File: src/rtl/uart_impl_top.sv
// 8N1 UART receiver top: received bytes drive a 4-deep RGB history and a
// switch-selected LED view (high/low nibble or receiver status).

module uart_rx #(
   parameter int BIT_RATE = 9600,
   parameter int CLK_HZ   = 50000000
) (
   input  logic       clk_i,
   input  logic       rst_ni,
   input  logic       en_i,
   input  logic       rxd_i,
   output logic [7:0] byte_o,
   output logic       valid_o,
   output logic       frame_err_o,
   output logic       busy_o,
   output logic [1:0] state_o
);

   localparam int CYCLES_PER_BIT    = CLK_HZ / BIT_RATE;
   localparam int SAMPLES_PER_BIT   = CYCLES_PER_BIT;
   localparam int SAMPLES_THRESHOLD = SAMPLES_PER_BIT / 2;
   localparam int STOP_CYCLES       = CYCLES_PER_BIT / 2;
   localparam int STOP_THRESHOLD    = STOP_CYCLES / 2;
   localparam int CNT_W             = $clog2(CYCLES_PER_BIT + 1);

   localparam logic [CNT_W-1:0] BIT_LAST  = CNT_W'(CYCLES_PER_BIT - 1);
   localparam logic [CNT_W-1:0] STOP_LAST = CNT_W'(STOP_CYCLES - 1);
   localparam logic [CNT_W-1:0] BIT_THR   = CNT_W'(SAMPLES_THRESHOLD);
   localparam logic [CNT_W-1:0] STOP_THR  = CNT_W'(STOP_THRESHOLD);

   typedef enum logic [1:0] {S_IDLE, S_START, S_DATA, S_STOP} state_t;

   state_t           state_q, state_d;
   logic             sync1_q, rxs_q, prev_q;
   logic [CNT_W-1:0] cyc_q, cyc_d;
   logic [CNT_W-1:0] ones_q, ones_d;
   logic [2:0]       bit_q, bit_d;
   logic [7:0]       shreg_q, shreg_d;
   logic             valid_q, valid_d;
   logic             err_q, err_d;
   logic [CNT_W-1:0] ones_sum;
   logic             win_last, sample_hi, fall;

   // Synchroniser and edge-detect flops preset to the idle-high line level.
   always_ff @(posedge clk_i or negedge rst_ni) begin
      if (!rst_ni) begin
         sync1_q <= 1'b1;
         rxs_q   <= 1'b1;
         prev_q  <= 1'b1;
      end else begin
         sync1_q <= rxd_i;
         rxs_q   <= sync1_q;
         prev_q  <= rxs_q;
      end
   end

   assign ones_sum  = ones_q + {{(CNT_W-1){1'b0}}, rxs_q};
   assign win_last  = (state_q == S_STOP) ? (cyc_q == STOP_LAST) : (cyc_q == BIT_LAST);
   assign sample_hi = (state_q == S_STOP) ? (ones_sum > STOP_THR) : (ones_sum > BIT_THR);
   assign fall      = prev_q & ~rxs_q;

   always_ff @(posedge clk_i or negedge rst_ni) begin
      if (!rst_ni) state_q <= S_IDLE;
      else         state_q <= state_d;
   end

   always_comb begin
      state_d = state_q;
      case (state_q)
         S_IDLE:  if (fall) state_d = S_START;
         S_START: if (win_last) state_d = sample_hi ? S_IDLE : S_DATA;
         S_DATA:  if (win_last && (bit_q == 3'd7)) state_d = S_STOP;
         S_STOP:  if (win_last) state_d = S_IDLE;
         default: state_d = S_IDLE;
      endcase
      if (!en_i) state_d = S_IDLE;
   end

   // Each window's ones count includes the sample taken on its last cycle.
   always_comb begin
      cyc_d   = cyc_q + 1'b1;
      ones_d  = ones_sum;
      bit_d   = bit_q;
      shreg_d = shreg_q;
      valid_d = 1'b0;
      err_d   = err_q;
      case (state_q)
         S_IDLE: begin
            cyc_d  = '0;
            ones_d = '0;
         end
         S_START: begin
            if (win_last) begin
               cyc_d  = '0;
               ones_d = '0;
               bit_d  = 3'd0;
            end
         end
         S_DATA: begin
            if (win_last) begin
               cyc_d   = '0;
               ones_d  = '0;
               shreg_d = {sample_hi, shreg_q[7:1]};
               bit_d   = bit_q + 3'd1;
            end
         end
         S_STOP: begin
            if (win_last && en_i) begin
               if (sample_hi) valid_d = 1'b1;
               else           err_d   = 1'b1;
            end
         end
         default: begin
            cyc_d  = '0;
            ones_d = '0;
         end
      endcase
   end

   always_ff @(posedge clk_i or negedge rst_ni) begin
      if (!rst_ni) begin
         cyc_q   <= '0;
         ones_q  <= '0;
         bit_q   <= 3'd0;
         shreg_q <= 8'h00;
         valid_q <= 1'b0;
         err_q   <= 1'b0;
      end else begin
         cyc_q   <= cyc_d;
         ones_q  <= ones_d;
         bit_q   <= bit_d;
         shreg_q <= shreg_d;
         valid_q <= valid_d;
         err_q   <= err_d;
      end
   end

   assign byte_o      = shreg_q;
   assign valid_o     = valid_q;
   assign frame_err_o = err_q;
   assign busy_o      = (state_q != S_IDLE);
   assign state_o     = state_q;

endmodule

module uart_periph #(
   parameter int BIT_RATE = 9600,
   parameter int CLK_HZ   = 50000000
) (
   input  logic       clk_i,
   input  logic       rst_ni,
   input  logic [3:0] sw_i,
   input  logic       rxd_i,
   output logic [2:0] rgb0_o,
   output logic [2:0] rgb1_o,
   output logic [2:0] rgb2_o,
   output logic [2:0] rgb3_o,
   output logic [3:0] led_o
);

   logic [7:0] rx_byte;
   logic       rx_valid, rx_err, rx_busy;
   logic [1:0] rx_state;
   logic       unused_dbg;

   logic [7:0] last_q;
   logic [2:0] rgb0_q, rgb1_q, rgb2_q, rgb3_q;
   logic [1:0] cnt_q;
   logic [3:0] led_q, led_d;

   uart_rx #(.BIT_RATE(BIT_RATE), .CLK_HZ(CLK_HZ)) i_uart_rx (
      .clk_i       (clk_i),
      .rst_ni      (rst_ni),
      .en_i        (sw_i[0]),
      .rxd_i       (rxd_i),
      .byte_o      (rx_byte),
      .valid_o     (rx_valid),
      .frame_err_o (rx_err),
      .busy_o      (rx_busy),
      .state_o     (rx_state)
   );

   assign unused_dbg = ^{sw_i[3], rx_state};

   always_ff @(posedge clk_i or negedge rst_ni) begin
      if (!rst_ni) begin
         last_q <= 8'h00;
         rgb0_q <= 3'd0;
         rgb1_q <= 3'd0;
         rgb2_q <= 3'd0;
         rgb3_q <= 3'd0;
         cnt_q  <= 2'd0;
      end else if (rx_valid) begin
         last_q <= rx_byte;
         rgb3_q <= rgb2_q;
         rgb2_q <= rgb1_q;
         rgb1_q <= rgb0_q;
         rgb0_q <= rx_byte[2:0];
         cnt_q  <= cnt_q + 2'd1;
      end
   end

   always_comb begin
      if (sw_i[2])      led_d = {rx_err, rx_busy, cnt_q};
      else if (sw_i[1]) led_d = last_q[3:0];
      else              led_d = last_q[7:4];
   end

   always_ff @(posedge clk_i or negedge rst_ni) begin
      if (!rst_ni) led_q <= 4'h0;
      else         led_q <= led_d;
   end

   assign rgb0_o = rgb0_q;
   assign rgb1_o = rgb1_q;
   assign rgb2_o = rgb2_q;
   assign rgb3_o = rgb3_q;
   assign led_o  = led_q;

endmodule

module uart_impl_top #(
   parameter int BIT_RATE = 9600,
   parameter int CLK_HZ   = 50000000
) (
   input  logic       clk,
   input  logic       resetn,
   input  logic [3:0] sw,
   output logic [2:0] rgb0,
   output logic [2:0] rgb1,
   output logic [2:0] rgb2,
   output logic [2:0] rgb3,
   output logic [3:0] led,
   input  logic       uart_rxd
);

   uart_periph #(.BIT_RATE(BIT_RATE), .CLK_HZ(CLK_HZ)) i_uart_periph (
      .clk_i  (clk),
      .rst_ni (resetn),
      .sw_i   (sw),
      .rxd_i  (uart_rxd),
      .rgb0_o (rgb0),
      .rgb1_o (rgb1),
      .rgb2_o (rgb2),
      .rgb3_o (rgb3),
      .led_o  (led)
   );

endmodule

File: config.mk
export PLATFORM = sky130hd
export DESIGN_NAME = uart_impl_top
export DESIGN_NICKNAME = d
export VERILOG_FILES = /design/src/rtl/uart_impl_top.sv
export SDC_FILE = /design/constraint.sdc
export NUM_CORES = 1
export LEC_CHECK = 0
export ABC_CLOCK_PERIOD_IN_PS = 5800
export BUFFER_PORTS_ARGS = -buffer_cell sky130_fd_sc_hd__buf_4
export CELL_PAD_IN_SITES_DETAIL_PLACEMENT = 0
export CELL_PAD_IN_SITES_GLOBAL_PLACEMENT = 1
export CORE_AREA = 3 3 122 124
export CTS_BUF_LIST = sky130_fd_sc_hd__clkbuf_16
export CTS_CLUSTER_DIAMETER = 50
export DETAILED_ROUTE_END_ITERATION = 6
export DIE_AREA = 0 0 125 127
export PLACE_DENSITY_LB_ADDON = 0.3
export SYNTH_ARGS = -nofsm -noshare
export SYNTH_HDL_FRONTEND = slang
export SYNTH_SLANG_ARGS = --single-unit
File: constraint.sdc
create_clock -name clk -period 5.8 [get_ports clk]
set_clock_uncertainty 0.15 [all_clocks]
set_input_delay 1.74 -clock clk [delete_from_list [all_inputs] [get_ports clk]]
set_output_delay 1.74 -clock clk [all_outputs]
set_load 0.02 [all_outputs]
==> metrics.txt, run 1 <==
status=finished, final reports clean; Via Count=2,418; largest net degree at the start of global routing=68; R2R cell count=9; Avg Inst Size Synth=10.5 sq um; GRT Total Usage=9.52%; sequential fraction of the synthesis area=48.8%; synthesis-to-layout area growth=16.2%; Synth Area in Simple Gates=20.9%; initial DRC count=160; Synthesized Nets=345; most frequent cell after synthesis=dfrtp_1; total of cells resized after clock tree synthesis=0; Pwr per Cell Area=270 nW/um^2; global routing met2 resource utilization=13.6%; crit-path max FO=14; synthesis warning total=0; Root Buffer=clkbuf_16; io pins=23; # Post-CTS Setup Buffers=0; # rows=43; fillers=1,457; Synth Cell Area=3440 sq um; #FFs+latches synth=67; Final HPWL DP=4.84 mm; Mapped Cells=328; Max transition margin=43.2%; cts bufs inserted=9; core area=13,900 sq um; Max-Cap Viols=0; FFs w/ async S/R, synth=100%; die area=15,900 sq um; top post-synthesis cells by area=dfrtp_1, mux2_2, nand2_1; antenna violations before repair=0; total gr overflow=0; unrepaired setup endpoints after global routing=no; complex-gate fraction of the synthesized area=9.74%; WP data arrival=3.33 ns; Hold Path Cell Cnt=0; Final Max Tran Viols=0; Top Usage Layer GRT=met2; f_max=0.307 GHz; routed wire length=7.05 mm; routed wire length per instance=13.4 um; # port buffers=21; commonest cells in the netlist=dfrtp_1, nand2_1, nor2_1; Max Root-Sink Buffers=2; post-synthesis mux area share=6.72%; number of synthesized flops with an enable pin=0; GR Layer Usage met1=13.1%; Synth Flop Type=dfrtp_1; final hold viol count=0; Yosys cell types=57; First-pass DRT Iterations=4; ant diodes=0; Antenna Nets Post-Route=0; reg2reg start=i_uart_periph.i_uart_rx.rxs_q; GPL Wtd Cong=0.760; post-DR vias/cell=4.60; Synth Area in Adders=3.63%; worst path required time=5.87 ns; Worst Tran Pin Value=0.853 ns; Synth top area share=46.5%; Critical Path End Type=flip-flop; fin util=28.8%; CTS Sinks=67; xor/xnor share of the synthesized area=6.36%; Crit Path Class=flip-flop to flip-flop; largest family of logic cells by synthesized area=simple AND/OR/NAND/NOR gates; DRC Markers=0; share of cells above drive strength 1=19.9%; setup TNS=0 ns; crit start category=flip-flop; Die Y=127 um; CTS tree=built; Worst VDD drop=0.146 mV; area occupied by registers=1680 sq um; Hold Crit Start=i_uart_periph.i_uart_rx.sync1_q; CTS Hold Bufs=0; Final Setup Violations=0; Final Critical Period=3.26 ns; hold crit path type=flip-flop to flip-flop; Yosys top cell by area=dfrtp_1; worst setup path startpoint=i_uart_periph.i_uart_rx.rxs_q; clock slew at the register clock pins of the worst setup and hold paths=0.06 ns; leakage=1.75 nW; Max H-tree Level=3; Initial Utilization=24.8%; die width=125 um; vias in the first global route=2,313; worst skew pair latency=0.33 ns; first-pass GRT wire length=12.2 mm; final net count=358; grt met3 use=3.14%; period utilisation layout=56.2%; area of the multi-input gates=1640 sq um
## worst max-delay path, cell delays in order (launching register included)
cell and delay (ns):
dfstp_2 0.56, ha_1 0.23, ha_1 0.49, nand2_1 0.33, nor4_1 0.30, xnor2_1 0.22
a311oi_2 0.10, a2111oi_4 0.44, a21oi_1 0.13, a22o_1 0.19
## final timing paths
check	endpoint	slack (ns)
worst max-delay path	i_uart_periph.i_uart_rx.byte_o[7]	2.54
worst min-delay path	i_uart_periph.i_uart_rx.rxs_q	0.20
worst max register to register	i_uart_periph.i_uart_rx.byte_o[7]	2.54
worst min register to register	i_uart_periph.i_uart_rx.rxs_q	0.20
max in group asynchronous	i_uart_periph.i_uart_rx.ones_q[11]	3.57
min in group asynchronous	i_uart_periph.i_uart_rx.state_o[0]	1.36
## power breakdown
group	total [mW]	leakage [nW]	internal (mW)	switching [mW]
sequential	0.490	0.922	0.479	0.0102
clock	0.501	0.128	0.291	0.211
combinational	0.0895	0.702	0.0295	0.0600
## flip-flops by register name, summed over array words and instances, names as in the netlist, 4 cells and up
| signal | count |
|---|---|
| i_uart_periph.i_uart_rx.cyc_q | 13 |
| i_uart_periph.i_uart_rx.ones_q | 13 |
| i_uart_periph.i_uart_rx.byte_o | 8 |
| i_uart_periph.last_q | 6 |
| i_uart_periph.led_o | 4 |
## logic make-up (layout without fill, tap and decap cells)
logic type               Yosys count  after routing
AO/OA/AOI/OAI                     44             44
XOR/XNOR                          25             25
adder cells (fa/ha/maj)           10             10
buffers and inverters             24             42
flip-flops                        67             67
multiplexers                      21             21
AND/OR/NAND/NOR                  137            137
## cell type report
type                       count  area share, %
inverter                       4          0.375
multi-input combinational    237           40.9
sequential                    67           42.0
timing repair buffer          22           4.13
clock buffer                   9           5.63
clock inverter                 7           1.35
tap                          180           5.63
## per-stage QoR
stage	cell area [sq um]	hold WS (ns)	setup WS (ns)	total power [mW]	std cells
6_report	4000	0.205	2.54	1.08	526
5_1_grt	4000	0.209	2.30	1.14	526
4_1_cts	4000	0.205	2.55	1.10	526
3_5_place_dp	3720	0.197	2.56	0.590	510
3_3_place_gp	3720	0.197	2.54	0.589	510
2_1_floorplan	3440	0.195	3.29	0.554	328
## metal layers
metal | vias to the layer above | part of all wire, %
met3 | 9 | 4.3
met1 | 1181 | 50
met5 | - | 0
met2 | 44 | 44
li1 | 1184 | -
met4 | 0 | 2.0
## placed cells by master, fill, tap and decap left out, types with 5 or more instances in the layout
cell type	n
and2_1	7
buf_4	22
clkbuf_16	9
dfrtp_1	64
ha_1	10
mux2_2	17
nand2_1	36
nand3_1	18
nor2_1	34
nor2b_1	5
nor3_1	5
o21ai_0	12
xnor2_1	13
xor2_1	12
(Power assumes the default switching activity.)
==> run 2: changes to the inputs <==
--- a/config.mk
+++ b/config.mk
@@ -5,7 +5,7 @@
 export SDC_FILE = /design/constraint.sdc
 export NUM_CORES = 1
 export LEC_CHECK = 0
-export ABC_CLOCK_PERIOD_IN_PS = 5800
+export ABC_CLOCK_PERIOD_IN_PS = 3100
 export BUFFER_PORTS_ARGS = -buffer_cell sky130_fd_sc_hd__buf_4
 export CELL_PAD_IN_SITES_DETAIL_PLACEMENT = 0
 export CELL_PAD_IN_SITES_GLOBAL_PLACEMENT = 1
==> constraint.sdc (replaced) <==
create_clock -name clk -period 3.1 [get_ports clk]
set_clock_uncertainty 0.15 [all_clocks]
set_input_delay 0.93 -clock clk [delete_from_list [all_inputs] [get_ports clk]]
set_output_delay 0.93 -clock clk [all_outputs]
set_load 0.02 [all_outputs]
==> run 2 against run 1 <==
  * Sequential power up 87%
  * First-iteration DRC count up 35%
  * Utilization up 0.40 points
  * Power up 95%
  * Die area unchanged
  * Final area up 1.4%
  * Final cell count up 0.57%
  * Critical endpoint is now i_uart_periph.i_uart_rx.state_o[1]
  * Largest power group unchanged
==> metrics.txt, run 2 (synthesized netlist as in run 1, its figures left out) <==
io pins=23 (unchanged); Final Setup Violations=0 (unchanged); commonest non-fill, non-tap cell in the layout=dfrtp_1 (unchanged); GPL Wtd Cong=0.782 (was 0.760); Final HPWL DP=5.06 mm (was 4.84 mm); commonest non-fill, non-tap cells in the layout=dfrtp_1, nand2_1, nor2_1 (unchanged); CTS Sinks=67 (unchanged); largest net degree at the start of global routing=68 (unchanged); unrepaired setup endpoints after global routing=no (unchanged); CTS tree=built (unchanged); Pwr per Cell Area=521 nW/um^2 (was 270 nW/um^2); routed wire length per instance=13.7 um (was 13.4 um); First-pass DRT Iterations=4 (unchanged); Crit Path Class=flip-flop to flip-flop (unchanged); period utilisation layout=93.1% (was 56.2%); fillers=1,468 (was 1,457); core area=13,900 sq um (unchanged); Max Root-Sink Buffers=2 (unchanged); first-pass GRT wire length=12.6 mm (was 12.2 mm); Die Y=127 um (unchanged); clock slew at the register clock pins of the worst setup and hold paths=0.05 ns (was 0.06 ns); f_max=0.346 GHz (was 0.307 GHz); die width=125 um (unchanged); ant diodes=0 (unchanged); worst skew pair latency=0.33 ns (about the same); total gr overflow=0 (unchanged); worst path required time=3.15 ns (was 5.87 ns); vias in the first global route=2,469 (was 2,313); synthesis-to-layout area growth=17.8% (was 16.2%); antenna violations before repair=0 (unchanged); area occupied by registers=1680 sq um (unchanged); Initial Utilization=24.8% (unchanged); crit start category=flip-flop (unchanged); final hold viol count=0 (unchanged); area of the multi-input gates=1640 sq um (unchanged); Worst VDD drop=0.271 mV (was 0.146 mV); Final Max Tran Viols=0 (unchanged); Critical Path End Type=flip-flop (unchanged); crit-path max FO=9 (was 14); R2R setup slack=0.21 ns (was 2.54 ns); Min Hold Slack=0.204 ns (was 0.205 ns); Final Critical Period=2.89 ns (was 3.26 ns); WP data arrival=2.94 ns (was 3.33 ns); die area=15,900 sq um (unchanged); leakage=1.78 nW (was 1.75 nW); Via Count=2,444 (was 2,418); CTS Hold Bufs=0 (unchanged); Worst Tran Pin Value=0.859 ns (was 0.853 ns); status=finished, final reports clean (unchanged); initial DRC count=216 (was 160); Max H-tree Level=3 (unchanged); setup TNS=0 ns (unchanged); cts bufs inserted=9 (unchanged); final net count=362 (was 358); routed wire length=7.27 mm (was 7.05 mm); GRT Total Usage=9.76% (was 9.52%); share of cells above drive strength 1=20.6% (was 19.9%); total of cells resized after clock tree synthesis=0 (unchanged); # rows=43 (unchanged); Antenna Nets Post-Route=0 (unchanged); # Post-CTS Setup Buffers=0 (unchanged); DRC Markers=0 (unchanged); Max transition margin=42.7% (was 43.2%); Root Buffer=clkbuf_16 (unchanged); Max-Cap Viols=0 (unchanged); hold crit path type=flip-flop to flip-flop (unchanged); post-DR vias/cell=4.62 (was 4.60); # port buffers=21 (unchanged)
==> run 2: layout make-up <==
class | instances | share of cell area (%)
well taps | 180 | 5.55
repair buffers | 26 | 5.12
inverters | 4 | 0.370
multi-input cells | 237 | 40.3
clock inverters | 6 | 1.64
clock buffers | 9 | 5.55
flip-flops and latches | 67 | 41.4
==> run 2: worst paths after layout <==
kind	start	end	depth (start not counted)
max	i_uart_periph.i_uart_rx.rxs_q	i_uart_periph.i_uart_rx.state_o[1]	9
min	i_uart_periph.i_uart_rx.sync1_q	i_uart_periph.i_uart_rx.rxs_q	0
max reg2reg	i_uart_periph.i_uart_rx.rxs_q	i_uart_periph.i_uart_rx.state_o[1]	9
min reg2reg	i_uart_periph.i_uart_rx.sync1_q	i_uart_periph.i_uart_rx.rxs_q	0
max in group asynchronous	resetn	i_uart_periph.i_uart_rx.ones_q[4]	1
min in group asynchronous	resetn	i_uart_periph.i_uart_rx.ones_q[8]	1
==> run 2: metrics by stage <==
stage | setup WS (ns) | util (%) | power (mW) | std cells | cell area, sq um
2_1_floorplan | 0.604 | - | 1.04 | 328 | 3440
5_1_grt | 0.0371 | 29.2 | 2.22 | 529 | 4060
3_5_place_dp | 0.247 | 27.1 | 1.13 | 514 | 3760
4_1_cts | 0.241 | 29.2 | 2.15 | 529 | 4060
3_3_place_gp | 0.234 | 27.1 | 1.12 | 514 | 3760
6_report | 0.213 | 29.2 | 2.11 | 529 | 4060
==> run 2: critical path, cell delays in order, from the launching register on <==
cell and delay [ns]:
dfstp_2 0.56, ha_1 0.20, ha_1 0.25, nand2_1 0.24, nor2_1 0.35, mux2i_1 0.29, o21a_1 0.19, nand4b_1 0.11
a31oi_1 0.30, o31ai_1 0.12
==> run 2: report_power, final <==
group          total, mW  switching (mW)  leakage, nW  internal (mW)
Clock               1.00           0.385        0.134          0.619
Combinational      0.191           0.121        0.728         0.0702
Sequential         0.916          0.0194        0.922          0.897
Total               2.11           0.525         1.78           1.59
==> run 2: layer usage <==
| metal | global-route usage, % | vias to the layer above | share of wire [%] |
|---|---|---|---|
| li1 | - | 1193 | - |
| met1 | 13.7 | 1201 | 51 |
| met2 | 13.9 | 45 | 43 |
| met3 | 3.26 | 5 | 4.6 |
| met4 | 3.70 | 0 | 1.0 |
| met5 | 0 | - | 0 |
==> run 3: changes to the inputs <==
--- a/config.mk
+++ b/config.mk
@@ -9,12 +9,13 @@
 export BUFFER_PORTS_ARGS = -buffer_cell sky130_fd_sc_hd__buf_4
 export CELL_PAD_IN_SITES_DETAIL_PLACEMENT = 0
 export CELL_PAD_IN_SITES_GLOBAL_PLACEMENT = 1
-export CORE_AREA = 3 3 122 124
+export CORE_AREA = 3 3 120 122
 export CTS_BUF_LIST = sky130_fd_sc_hd__clkbuf_16
 export CTS_CLUSTER_DIAMETER = 50
 export DETAILED_ROUTE_END_ITERATION = 6
-export DIE_AREA = 0 0 125 127
+export DIE_AREA = 0 0 123 125
 export PLACE_DENSITY_LB_ADDON = 0.3
 export SYNTH_ARGS = -nofsm -noshare
 export SYNTH_HDL_FRONTEND = slang
+export SYNTH_HIERARCHICAL = 1
 export SYNTH_SLANG_ARGS = --single-unit
==> run 3 against run 2 <==
  * Via count shrank 11%
  * Setup slack gained 0.047 ns
  * Register-to-register slack gained 0.05 ns
  * Synthesized area shrank 3.8%
  * Critical path type unchanged
  * Critical endpoint is now i_uart_periph/i_uart_rx/state_o[1]
==> metrics.txt, run 3 <==
status=finished, final reports clean (unchanged); Final Setup Violations=0 (unchanged); post-DR vias/cell=4.40 (was 4.62); hold crit path type=flip-flop to flip-flop (unchanged); leakage=1.74 nW (was 1.78 nW); worst skew pair latency=0.33 ns (about the same); fillers=1,378 (was 1,468); Max Root-Sink Buffers=2 (unchanged); Final Critical Period=2.84 ns (was 2.89 ns); share of cells above drive strength 1=24.0% (was 20.6%); antenna violations before repair=0 (unchanged); reg2reg start=i_uart_periph/i_uart_rx/rxs_q (was i_uart_periph.i_uart_rx.rxs_q); first-pass GRT wire length=10.8 mm (was 12.6 mm); final net count=333 (was 362); xor/xnor share of the synthesized area=6.35% (was 6.36%); Pint=1.65 mW (was 1.59 mW); Synth Area in Simple Gates=15.8% (was 20.9%); Synth top area share=48.4% (was 46.5%); FFs w/ async S/R, synth=100% (unchanged); commonest non-fill, non-tap cell in the layout=dfrtp_1 (unchanged); total gr overflow=0 (unchanged); Critical Path End Type=flip-flop (unchanged); Synth Area in Adders=3.78% (was 3.63%); Via Count=2,186 (was 2,444); Yosys top cell by area=dfrtp_1 (unchanged); fin util=29.6% (was 29.2%); f_max=0.352 GHz (was 0.346 GHz); Max transition margin=40.5% (was 42.7%); Worst VDD drop=0.286 mV (was 0.271 mV); commonest non-fill, non-tap cells in the layout=dfrtp_1, nor2_1, buf_4 (was dfrtp_1, nand2_1, nor2_1); worst path required time=3.16 ns (was 3.15 ns); largest family of logic cells by synthesized area=simple AND/OR/NAND/NOR gates (unchanged); final setup margin=0.260 ns (was 0.213 ns); RR Endpoint=i_uart_periph/i_uart_rx/state_o[1] (was i_uart_periph.i_uart_rx.state_o[1]); vias in the first global route=2,204 (was 2,469); Die Y=125 um (was 127 um); synthesis-to-layout area growth=18.7% (was 17.8%); number of synthesized flops with an enable pin=0 (unchanged); WP data arrival=2.90 ns (was 2.94 ns); Worst Tran Pin Value=0.893 ns (was 0.859 ns); Pwr per Cell Area=548 nW/um^2 (was 521 nW/um^2); post-synthesis mux area share=10.6% (was 6.72%); core area=13,300 sq um (was 13,900 sq um); Crit Path Class=flip-flop to flip-flop (unchanged); GPL Wtd Cong=0.741 (was 0.782); Final Max Tran Viols=0 (unchanged); crit-path max FO=8 (was 9); unrepaired setup endpoints after global routing=no (unchanged); setup TNS=0 ns (unchanged); R2R setup slack=0.26 ns (was 0.21 ns); cts bufs inserted=9 (unchanged); Pwr Total=2.16 mW (was 2.11 mW); final hold viol count=0 (unchanged); # Post-CTS Setup Buffers=0 (unchanged); Psw=501 uW (was 525 uW); sequential fraction of the synthesis area=50.7% (was 48.8%); pre-CTS setup slack=0.191 ns (was 0.247 ns); Hold Crit Start=i_uart_periph/i_uart_rx/sync1_q (was i_uart_periph.i_uart_rx.sync1_q); largest net degree at the start of global routing=68 (unchanged); most frequent cell after synthesis=dfrtp_1 (unchanged); routed wire length=6.28 mm (was 7.27 mm); complex-gate fraction of the synthesized area=8.08% (was 9.74%); Min Hold Slack=0.207 ns (was 0.204 ns); crit start category=flip-flop (unchanged); CTS tree=built (unchanged); Yosys cell types=53 (was 57); First-pass DRT Iterations=4 (unchanged); Min-Delay Endpoint=i_uart_periph/i_uart_rx/rxs_q (was i_uart_periph.i_uart_rx.rxs_q); Avg Inst Size Synth=11.2 sq um (was 10.5 sq um); CTS Sinks=67 (unchanged); commonest cells in the netlist=dfrtp_1, nor2_1, nand2_1 (was dfrtp_1, nand2_1, nor2_1); Mapped Cells=295 (was 328); Initial Utilization=24.9% (was 24.8%); GRT Total Usage=8.83% (was 9.76%); io pins=23 (unchanged); Max-Cap Viols=0 (unchanged); clock slew at the register clock pins of the worst setup and hold paths=0.05 ns (about the same); top post-synthesis cells by area=dfrtp_1, mux2_2, ha_1 (was dfrtp_1, mux2_2, nand2_1); sw frac=23.2% (was 24.9%); die width=123 um (was 125 um); Regs by FF count=i_uart_periph/i_uart_rx/cyc_q (13), i_uart_periph/i_uart_rx/ones_q (13); Synthesized Nets=312 (was 345); R2R cell count=9 (unchanged); Final HPWL DP=4.31 mm (was 5.06 mm); Root Buffer=clkbuf_16 (unchanged); part of the power in registers=42.5% (was 43.4%); combinational fraction of design power=7.5% (was 9.0%); Antenna Nets Post-Route=0 (unchanged); # port buffers=21 (unchanged); Max H-tree Level=3 (unchanged); routed wire length per instance=12.6 um (was 13.7 um); DRC Markers=0 (unchanged); Synth Cell Area=3310 sq um (was 3440 sq um); # rows=42 (was 43); clock power share=49.9% (was 47.5%); synthesis warning total=6 (was 0); period utilisation layout=91.6% (was 93.1%); initial DRC count=77 (was 216); die area=15,400 sq um (was 15,900 sq um); Hold Path Cell Cnt=0 (unchanged); #FFs+latches synth=67 (unchanged); ant diodes=0 (unchanged); Synth Flop Type=dfrtp_1 (unchanged)
[run 3: changes by cell type after synthesis, moves of 4 or more]
cell / previous run / this run
nand2_1: 36 / 22
mux2_4: 0 / 8
nand3_1: 18 / 12
and2_1: 7 / 2
buf_2: 5 / 1
nor4bb_1: 4 / 0
[run 3: worst max-delay path by stage]
stage	start	to	slack, ns	cells after the start
after floorplan	i_uart_periph/i_uart_rx/rxs_q	i_uart_periph/i_uart_rx/state_o[1]	0.30	9
after global placement	i_uart_periph/i_uart_rx/rxs_q	i_uart_periph/i_uart_rx/state_o[1]	0.18	9
after detailed placement	i_uart_periph/i_uart_rx/rxs_q	i_uart_periph/i_uart_rx/state_o[1]	0.19	9
after CTS	i_uart_periph/i_uart_rx/rxs_q	i_uart_periph/i_uart_rx/state_o[1]	0.17	9
after global routing	i_uart_periph/i_uart_rx/rxs_q	i_uart_periph/i_uart_rx/state_o[1]	0.1	10
final	i_uart_periph/i_uart_rx/rxs_q	i_uart_periph/i_uart_rx/state_o[1]	0.26	9
[run 3: metal layers]
layer	part of all wire, %	track usage, %	vias to the layer above	routed length [um]
li1	-	-	1082	-
met1	48	11.5	1054	3030
met2	45	13.3	44	2830
met3	5.6	3.88	6	354
met4	1.1	2.48	0	67
met5	0	0	-	0
[run 3: what timing repair did]
action / CTS / global route
setup endpoints to repair: 0 / 2
resized for setup: 0 / 1
hold buffers: 0 / 0
[run 3: power groups by stage]
stage	Sequential [mW]	Clock [mW]	Combinational, mW
finish	0.916	1.08	0.163
global route	0.918	1.16	0.192
CTS	0.916	1.12	0.172
detailed placement	0.931	0	0.171
global placement	0.931	0	0.171
floorplan	0.930	0	0.0957
[run 3: worst max-delay path, cell delays in order (launching register included)]
cell and delay (ns):
dfstp_2 0.54, ha_1 0.16, ha_1 0.19, nand3_2 0.16
or4_1 0.50, nand3_1 0.12, o31ai_1 0.11, o31a_1 0.26
a211o_1 0.32, a32o_2 0.22
[run 3: per-stage QoR]
stage	area, sq um	instances
6_report	3930	497
3_5_place_dp	3610	481
5_1_grt	3930	497
2_1_floorplan	3310	295
3_3_place_gp	3610	481
4_1_cts	3930	497
[run 3: kinds of logic (layout without fill, tap and decap cells)]
family | count (synthesis) | in the layout
AO/OA/AOI/OAI | 38 | 38
adder cells (fa/ha/maj) | 10 | 10
multiplexers | 29 | 29
XOR/XNOR | 24 | 24
buffers and inverters | 23 | 49
flip-flops | 67 | 67
AND/OR/NAND/NOR | 104 | 104
[run 3: cell type report]
class / instances / area [sq um] / share of cell area, %
clock inverter: 7 / 93.8 / 2.39
timing repair buffer: 27 / 203 / 5.16
inverter: 6 / 22.5 / 0.573
sequential: 67 / 1680 / 42.8
clock buffer: 9 / 225 / 5.73
tap: 176 / 220 / 5.60
multi-input combinational: 205 / 1490 / 37.8
